--- src/rtl/mem_port_arbiter_pkg.sv ---
`default_nettype none
// ============================================================================
// Module      : mem_port_arbiter_pkg
// Description : Shared bus command / owner encodings and default widths for
//               the unified memory-port arbiter.
// Revision    : 1.0 - initial release
// ============================================================================
package mem_port_arbiter_pkg;

  // Memory bus command encoding (shared with the memory model).
  typedef enum logic [1:0] {
    BUS_NONE  = 2'd0,
    BUS_LOAD  = 2'd1,
    BUS_STORE = 2'd2
  } bus_cmd_e;

  // Which requester issued an outstanding load.
  typedef enum logic {
    OWN_IF = 1'b0,
    OWN_DM = 1'b1
  } owner_e;

  // Default memory tag width; tag 0 means "no tag / rejected".
  localparam int c_TAG_W = 4;

endpackage
`default_nettype wire

--- src/rtl/mem_tag_owner_table.sv ---
`default_nettype none
// ============================================================================
// Module      : mem_tag_owner_table
// Description : Per-tag valid/owner table. Allocation records which
//               requester owns an accepted load tag; lookup reports the
//               owner of a returning tag and frees the entry. A same-cycle
//               return and allocation of one tag resolves in favour of the
//               new allocation.
// Revision    : 1.0 - initial release
// ============================================================================
module mem_tag_owner_table
  import mem_port_arbiter_pkg::*;
#(
  parameter int TAG_W = c_TAG_W
) (
  input  logic             clk,
  input  logic             rst,
  input  logic             alloc_en_i,
  input  logic [TAG_W-1:0] alloc_tag_i,
  input  owner_e           alloc_owner_i,
  input  logic [TAG_W-1:0] lookup_tag_i,
  output logic             lookup_hit_o,
  output logic             lookup_miss_o,
  output owner_e           lookup_owner_o
);

  localparam int DEPTH = 1 << TAG_W;

  logic [DEPTH-1:0] valid_q, valid_d;
  owner_e           owner_q [DEPTH];
  owner_e           owner_d [DEPTH];
  logic             lookup_act;

  // Lookups always see the pre-edge contents, so a return colliding with an
  // allocation is routed to the old owner.
  assign lookup_act     = (lookup_tag_i != '0);
  assign lookup_hit_o   = lookup_act &&  valid_q[lookup_tag_i];
  assign lookup_miss_o  = lookup_act && !valid_q[lookup_tag_i];
  assign lookup_owner_o = owner_q[lookup_tag_i];

  // Next-state: free on a hit first, then let an allocation overwrite.
  always_comb begin
    valid_d = valid_q;
    owner_d = owner_q;
    if (lookup_hit_o) begin
      valid_d[lookup_tag_i] = 1'b0;
    end
    if (alloc_en_i && (alloc_tag_i != '0)) begin
      valid_d[alloc_tag_i] = 1'b1;
      owner_d[alloc_tag_i] = alloc_owner_i;
    end
  end

  // Table storage; reset drops every outstanding tag.
  always_ff @(posedge clk or negedge rst) begin
    if (!rst) begin
      valid_q <= '0;
      for (int i = 0; i < DEPTH; i++) begin
        owner_q[i] <= OWN_IF;
      end
    end else begin
      valid_q <= valid_d;
      owner_q <= owner_d;
    end
  end

endmodule
`default_nettype wire

--- src/rtl/mem_port_arbiter.sv ---
`default_nettype none
// ============================================================================
// Module      : mem_port_arbiter
// Description : Shares one tagged memory port between instruction fetch (IF)
//               and data memory (DM). DM has priority unless IF has lost
//               STARVE_LIMIT consecutive arbitrations. Accepted load tags are
//               tracked so out-of-order returns reach the issuing requester.
// Revision    : 1.0 - initial release
// ============================================================================
module mem_port_arbiter
  import mem_port_arbiter_pkg::*;
#(
  parameter int ADDR_W       = 32,
  parameter int DATA_W       = 32,
  parameter int TAG_W        = c_TAG_W,
  parameter int STARVE_LIMIT = 4
) (
  input  logic              clk,
  input  logic              rst,
  input  logic [1:0]        if_command,
  input  logic [ADDR_W-1:0] if_addr,
  output logic [TAG_W-1:0]  if_response,
  output logic              if_rd_valid,
  output logic [DATA_W-1:0] if_rd_data,
  input  logic [1:0]        dm_command,
  input  logic [ADDR_W-1:0] dm_addr,
  input  logic [DATA_W-1:0] dm_wdata,
  output logic [TAG_W-1:0]  dm_response,
  output logic              dm_rd_valid,
  output logic [DATA_W-1:0] dm_rd_data,
  output logic [1:0]        proc2mem_command,
  output logic [ADDR_W-1:0] proc2mem_addr,
  output logic [DATA_W-1:0] proc2mem_data,
  input  logic [TAG_W-1:0]  mem2proc_response,
  input  logic [DATA_W-1:0] mem2proc_data,
  input  logic [TAG_W-1:0]  mem2proc_tag,
  output logic              orphan_err
);

  // Wide enough to hold 0..STARVE_LIMIT even when the limit is 0.
  localparam int               CNT_W        = $clog2(STARVE_LIMIT + 2);
  localparam logic [CNT_W-1:0] c_STARVE_MAX = CNT_W'(STARVE_LIMIT);

  logic             if_req, dm_req, if_forced;
  logic             grant_if, grant_dm;
  logic             alloc_en;
  owner_e           alloc_owner;
  logic             ret_hit, ret_miss;
  owner_e           ret_owner;
  logic [CNT_W-1:0] starve_q, starve_d;
  logic             orphan_q, orphan_d;

  // A store from IF is not a legal fetch and is ignored.
  assign if_req    = (if_command == BUS_LOAD);
  assign dm_req    = (dm_command == BUS_LOAD) || (dm_command == BUS_STORE);
  assign if_forced = if_req && (starve_q == c_STARVE_MAX);
  assign grant_dm  = dm_req && !if_forced;
  assign grant_if  = if_req && !grant_dm;

  // Winner drives the memory port; responses and requests are muted in reset.
  always_comb begin
    proc2mem_command = BUS_NONE;
    proc2mem_addr    = '0;
    proc2mem_data    = '0;
    if_response      = '0;
    dm_response      = '0;
    if (rst) begin
      if (grant_dm) begin
        proc2mem_command = dm_command;
        proc2mem_addr    = dm_addr;
        proc2mem_data    = dm_wdata;
        dm_response      = mem2proc_response;
      end else if (grant_if) begin
        proc2mem_command = BUS_LOAD;
        proc2mem_addr    = if_addr;
        if_response      = mem2proc_response;
      end
    end
  end

  // Only accepted loads own a tag; stores complete without a return.
  assign alloc_en    = rst && (mem2proc_response != '0) &&
                       (grant_if || (grant_dm && (dm_command == BUS_LOAD)));
  assign alloc_owner = grant_dm ? OWN_DM : OWN_IF;

  mem_tag_owner_table #(
    .TAG_W (TAG_W)
  ) u_tag_table (
    .clk            (clk),
    .rst            (rst),
    .alloc_en_i     (alloc_en),
    .alloc_tag_i    (mem2proc_response),
    .alloc_owner_i  (alloc_owner),
    .lookup_tag_i   (mem2proc_tag),
    .lookup_hit_o   (ret_hit),
    .lookup_miss_o  (ret_miss),
    .lookup_owner_o (ret_owner)
  );

  // Return routing is same-cycle; data is zeroed when not delivered.
  assign if_rd_valid = rst && ret_hit && (ret_owner == OWN_IF);
  assign dm_rd_valid = rst && ret_hit && (ret_owner == OWN_DM);
  assign if_rd_data  = if_rd_valid ? mem2proc_data : '0;
  assign dm_rd_data  = dm_rd_valid ? mem2proc_data : '0;

  // Starvation count: grows on each lost IF request, clears on grant or idle.
  always_comb begin
    starve_d = starve_q;
    if (!if_req || grant_if) begin
      starve_d = '0;
    end else if (starve_q != c_STARVE_MAX) begin
      starve_d = starve_q + CNT_W'(1);
    end
  end

  // Sticky flag for a return tag that nobody is waiting on.
  assign orphan_d   = orphan_q | ret_miss;
  assign orphan_err = orphan_q;

  // Arbiter state registers.
  always_ff @(posedge clk or negedge rst) begin
    if (!rst) begin
      starve_q <= '0;
      orphan_q <= 1'b0;
    end else begin
      starve_q <= starve_d;
      orphan_q <= orphan_d;
    end
  end

endmodule
`default_nettype wire

--- config.mk ---
export PLATFORM = sky130hd
export DESIGN_NAME = mem_port_arbiter
export DESIGN_NICKNAME = d
export VERILOG_FILES = /design/src/rtl/mem_port_arbiter_pkg.sv /design/src/rtl/mem_tag_owner_table.sv /design/src/rtl/mem_port_arbiter.sv
export SDC_FILE = /design/constraint.sdc
export NUM_CORES = 1
export LEC_CHECK = 0
export BUFFER_PORTS_ARGS = -buffer_cell sky130_fd_sc_hd__clkbuf_2
export CAP_MARGIN = 25
export CELL_PAD_IN_SITES_DETAIL_PLACEMENT = 1
export CELL_PAD_IN_SITES_GLOBAL_PLACEMENT = 1
export CORE_MARGIN = 2
export CORE_UTILIZATION = 22
export DETAILED_ROUTE_END_ITERATION = 7
export GPL_TIMING_DRIVEN = 1
export PLACE_DENSITY_LB_ADDON = 0.1
export SYNTH_ARGS = -nofsm -noshare
export SYNTH_HDL_FRONTEND = slang
export SYNTH_HIERARCHICAL = 1
export SYNTH_SLANG_ARGS = --single-unit
export TNS_END_PERCENT = 100
--- constraint.sdc ---
create_clock -name clk -period 2.4 [get_ports clk]
set_input_delay 0.48 -clock clk [delete_from_list [all_inputs] [get_ports clk]]
set_output_delay 0.48 -clock clk [all_outputs]
set_load 0.05 [all_outputs]
==> reports/qor.csv <==
metric;value;unit
worst-path-buf-inv;4;
io_pins;283;
cts_buffers;5;
placed_area;5800;um^2
drt-total-wl;18.9;mm
die-area;14500;um^2
setup_violations;66;
num_rows;42;
design_area;7700;um^2
worst-slew-pin-transition;0.326;ns
critPathMaxFanout;16;
vdd_drop_max;0.000219;V
cp_cell_sequence;clkbuf_16 -> buf_12 -> mux4_2 -> mux2i_2 -> mux2i_2 -> and3_4 -> buf_16 -> and2_4 -> clkbuf_16;
timing.slew.headroom;0.782;
synth_edf_count;0;
die_h;120;um
period_needed;2.78;ns
gp_congestion;0.791;
layout.nets;784;
status;finished with violations;
fillCellCount;1385;
synthArstFlopShare;1.00;
synth_area;2980;um^2
cp_slowest_cell;mux4_2;
critPathRequiredTime;1.92;ns
timing.fmax;359;MHz
cts_tree;yes;
cp-end-kind;output pin;
via_per_inst;4.76;
syn_area_per_cell;9.30;um^2
clock_skew;0.00319;ns
fin_util;0.581;
ys.flop_type;dfrtp_1;
clk_latency;0.28;ns
first_global_vias;4166;
ys_warn_count;6;
drive_above_1_share;0.767;
core;13200;um^2
grt-ovfl-total;0;
drt_pass1_iterations;4;
portBuffers;282;
clk_pin_slew;0.06;ns
cts_root_buf;clkbuf_16;
ys_types;38;
dr_total_vias;3886;
start_util;0.225;
htreeDepth;2;
grt_max_degree;35;
drc;0;
dp_cells;788;
antenna_found_initial;0;
synth_cells;320;
cp-start-kind;input port;
drv_cap;0;
wl_per_cell;23.2;um
cpPeakStageDelay;0.50;ns
clock-sinks;36;
dp_hpwl;12.2;mm
power.density;391;nW/um^2
track_usage;0.235;
hold_class;in2async;
syn_to_final_growth;159;%
clk_path_buf_depth;2;
drt_iter0_drc;107;
layout_commonest_cell;clkbuf_2;
failed_checks;setup timing;
ys_seq_area_frac;0.303;
final_max_slew_viol_count;0;
synthesis.nets;465;
finalNonFillerCells;816;
hold_violations;0;
cp.arrival;2.30;ns
layout_setup_ws;-0.384;ns
grt_pass1_wl;25.9;mm
ant_nets;0;
leakagePower;3.72;nW
finalSetupTns;-22.26;ns
crit_family;multiplexers;
fin_crit_sh;1.16;
layout_common_cells;clkbuf_2, and2_4, buf_12;
ys_ff_latch;36;
worstSetupPathType;in2out;
fp.dieW;120;um
rsz0062_at_grt;yes;
antenna_cells;0;
-- power breakdown --
| part | total [W] | leakage, nW | internal [W] | switching (W) |
|---|---|---|---|---|
| clock network | 0.000674 | 0.0691 | 0.000413 | 0.000261 |
| registers | 0.000712 | 0.483 | 0.000676 | 0.0000363 |
| logic | 0.00162 | 3.17 | 0.000796 | 0.000826 |
| total | 0.00301 | 3.72 | 0.00188 | 0.00112 |
-- worst paths after layout --
path / from / endpoint / slack, ns / cells after the start
hold reg to reg: u_tag_table/valid_q[0]$_DFF_PN0_ / u_tag_table/valid_q[0]$_DFF_PN0_ / 0.37 / 0
hold / removal: rst / orphan_err$_DFF_PN0_ / 0.16 / 2
setup / recovery: mem2proc_tag[0] / dm_rd_data[14] / -0.38 / 9
setup reg to reg: starve_q[0]$_DFFE_PN0P_ / u_tag_table/owner_q[14]$_DFFE_PN0P_ / 0.32 / 9
min in group clk: u_tag_table/valid_q[0]$_DFF_PN0_ / u_tag_table/valid_q[0]$_DFF_PN0_ / 0.37 / 0
max in group asynchronous: rst / u_tag_table/owner_q[4]$_DFFE_PN0P_ / 1.79 / 3
-- cell usage after synthesis, types with 2 or more instances --
library cell	instances	area [um^2]
clkbuf_1	13	48.8
a22o_1	32	280
inv_1	6	22.5
mux4_1	5	131
nand2_1	10	37.5
mux2i_1	4	40.0
o22ai_1	2	12.5
mux2_2	15	169
or3_1	3	18.8
mux4_2	3	67.6
buf_6	6	67.6
dfrtp_1	36	901
or2_2	3	18.8
o21ai_0	24	120
a21oi_1	2	10.0
ha_1	3	37.5
nand3_1	2	10.0
nand2b_1	8	50.1
nand3b_1	3	22.5
nor2_1	11	41.3
and2_1	106	663
nor3b_1	2	15.0
and3_1	4	25.0
buf_2	3	15.0
-- cell type report --
cell class | count | area (um^2) | area share
Timing Repair Buffer | 336 | 4070 | 0.529
Multi-Input combinational cell | 253 | 2330 | 0.302
Sequential cell | 36 | 901 | 0.117
Tap cell | 176 | 220 | 0.0286
Clock buffer | 6 | 139 | 0.0180
Inverter | 7 | 26.3 | 0.00341
Clock inverter | 2 | 15.0 | 0.00195
-- registers in the layout, summed over array words and instances, names as in the netlist --
| signal | flops |
|---|---|
| u_tag_table/owner_q | 16 |
| u_tag_table/valid_q | 16 |
| starve_q | 3 |
| orphan_err | 1 |
-- routing by layer --
layer,global-route usage,vias to the layer above,share of wire
met1,0.268,1920,0.38
met2,0.407,187,0.50
met3,0.103,24,0.10
met4,0.0531,0,0.018
met5,0,-,0
li1,-,1755,-
-- timing repair --
action,CTS,global route
pin swaps,7,29
setup endpoints to repair,137,139
hold buffers,0,0
resized for setup,204,107
buffers inserted,5,2
gates cloned,4,10
-- kinds of logic (layout without fill, tap and decap cells) --
logic type,count (synthesis),count (layout),share of synthesized area
buffers and inverters,31,351,0.0597
adders and majority gates,3,3,0.0126
and+or+nand+nor,156,156,0.317
DFF,36,36,0.303
AOI/OAI and AO/OA,67,67,0.170
muxes,27,27,0.137
-- metrics by stage --
stage               worst slack (ns)  hold slack [ns]  total power [W]
floorplan                     -0.141            0.184          0.00143
finish                        -0.384            0.157          0.00301
detailed placement            -0.641            0.363          0.00200
global route                  -0.444            0.177          0.00312
CTS                           -0.375            0.175          0.00287
global placement              -0.575            0.367          0.00197
-- worst register-to-register path, delay by kind of cell, from the launching register on --
kind            cells  cell delay (ns)
flops               1             0.39
compound gates      2             0.25
fa+ha+maj           1             0.17
mux                 1             0.30
simple gates        3             0.60
buf+inv             2             0.24
No activity file was read; power rests on OpenSTA's default activity.
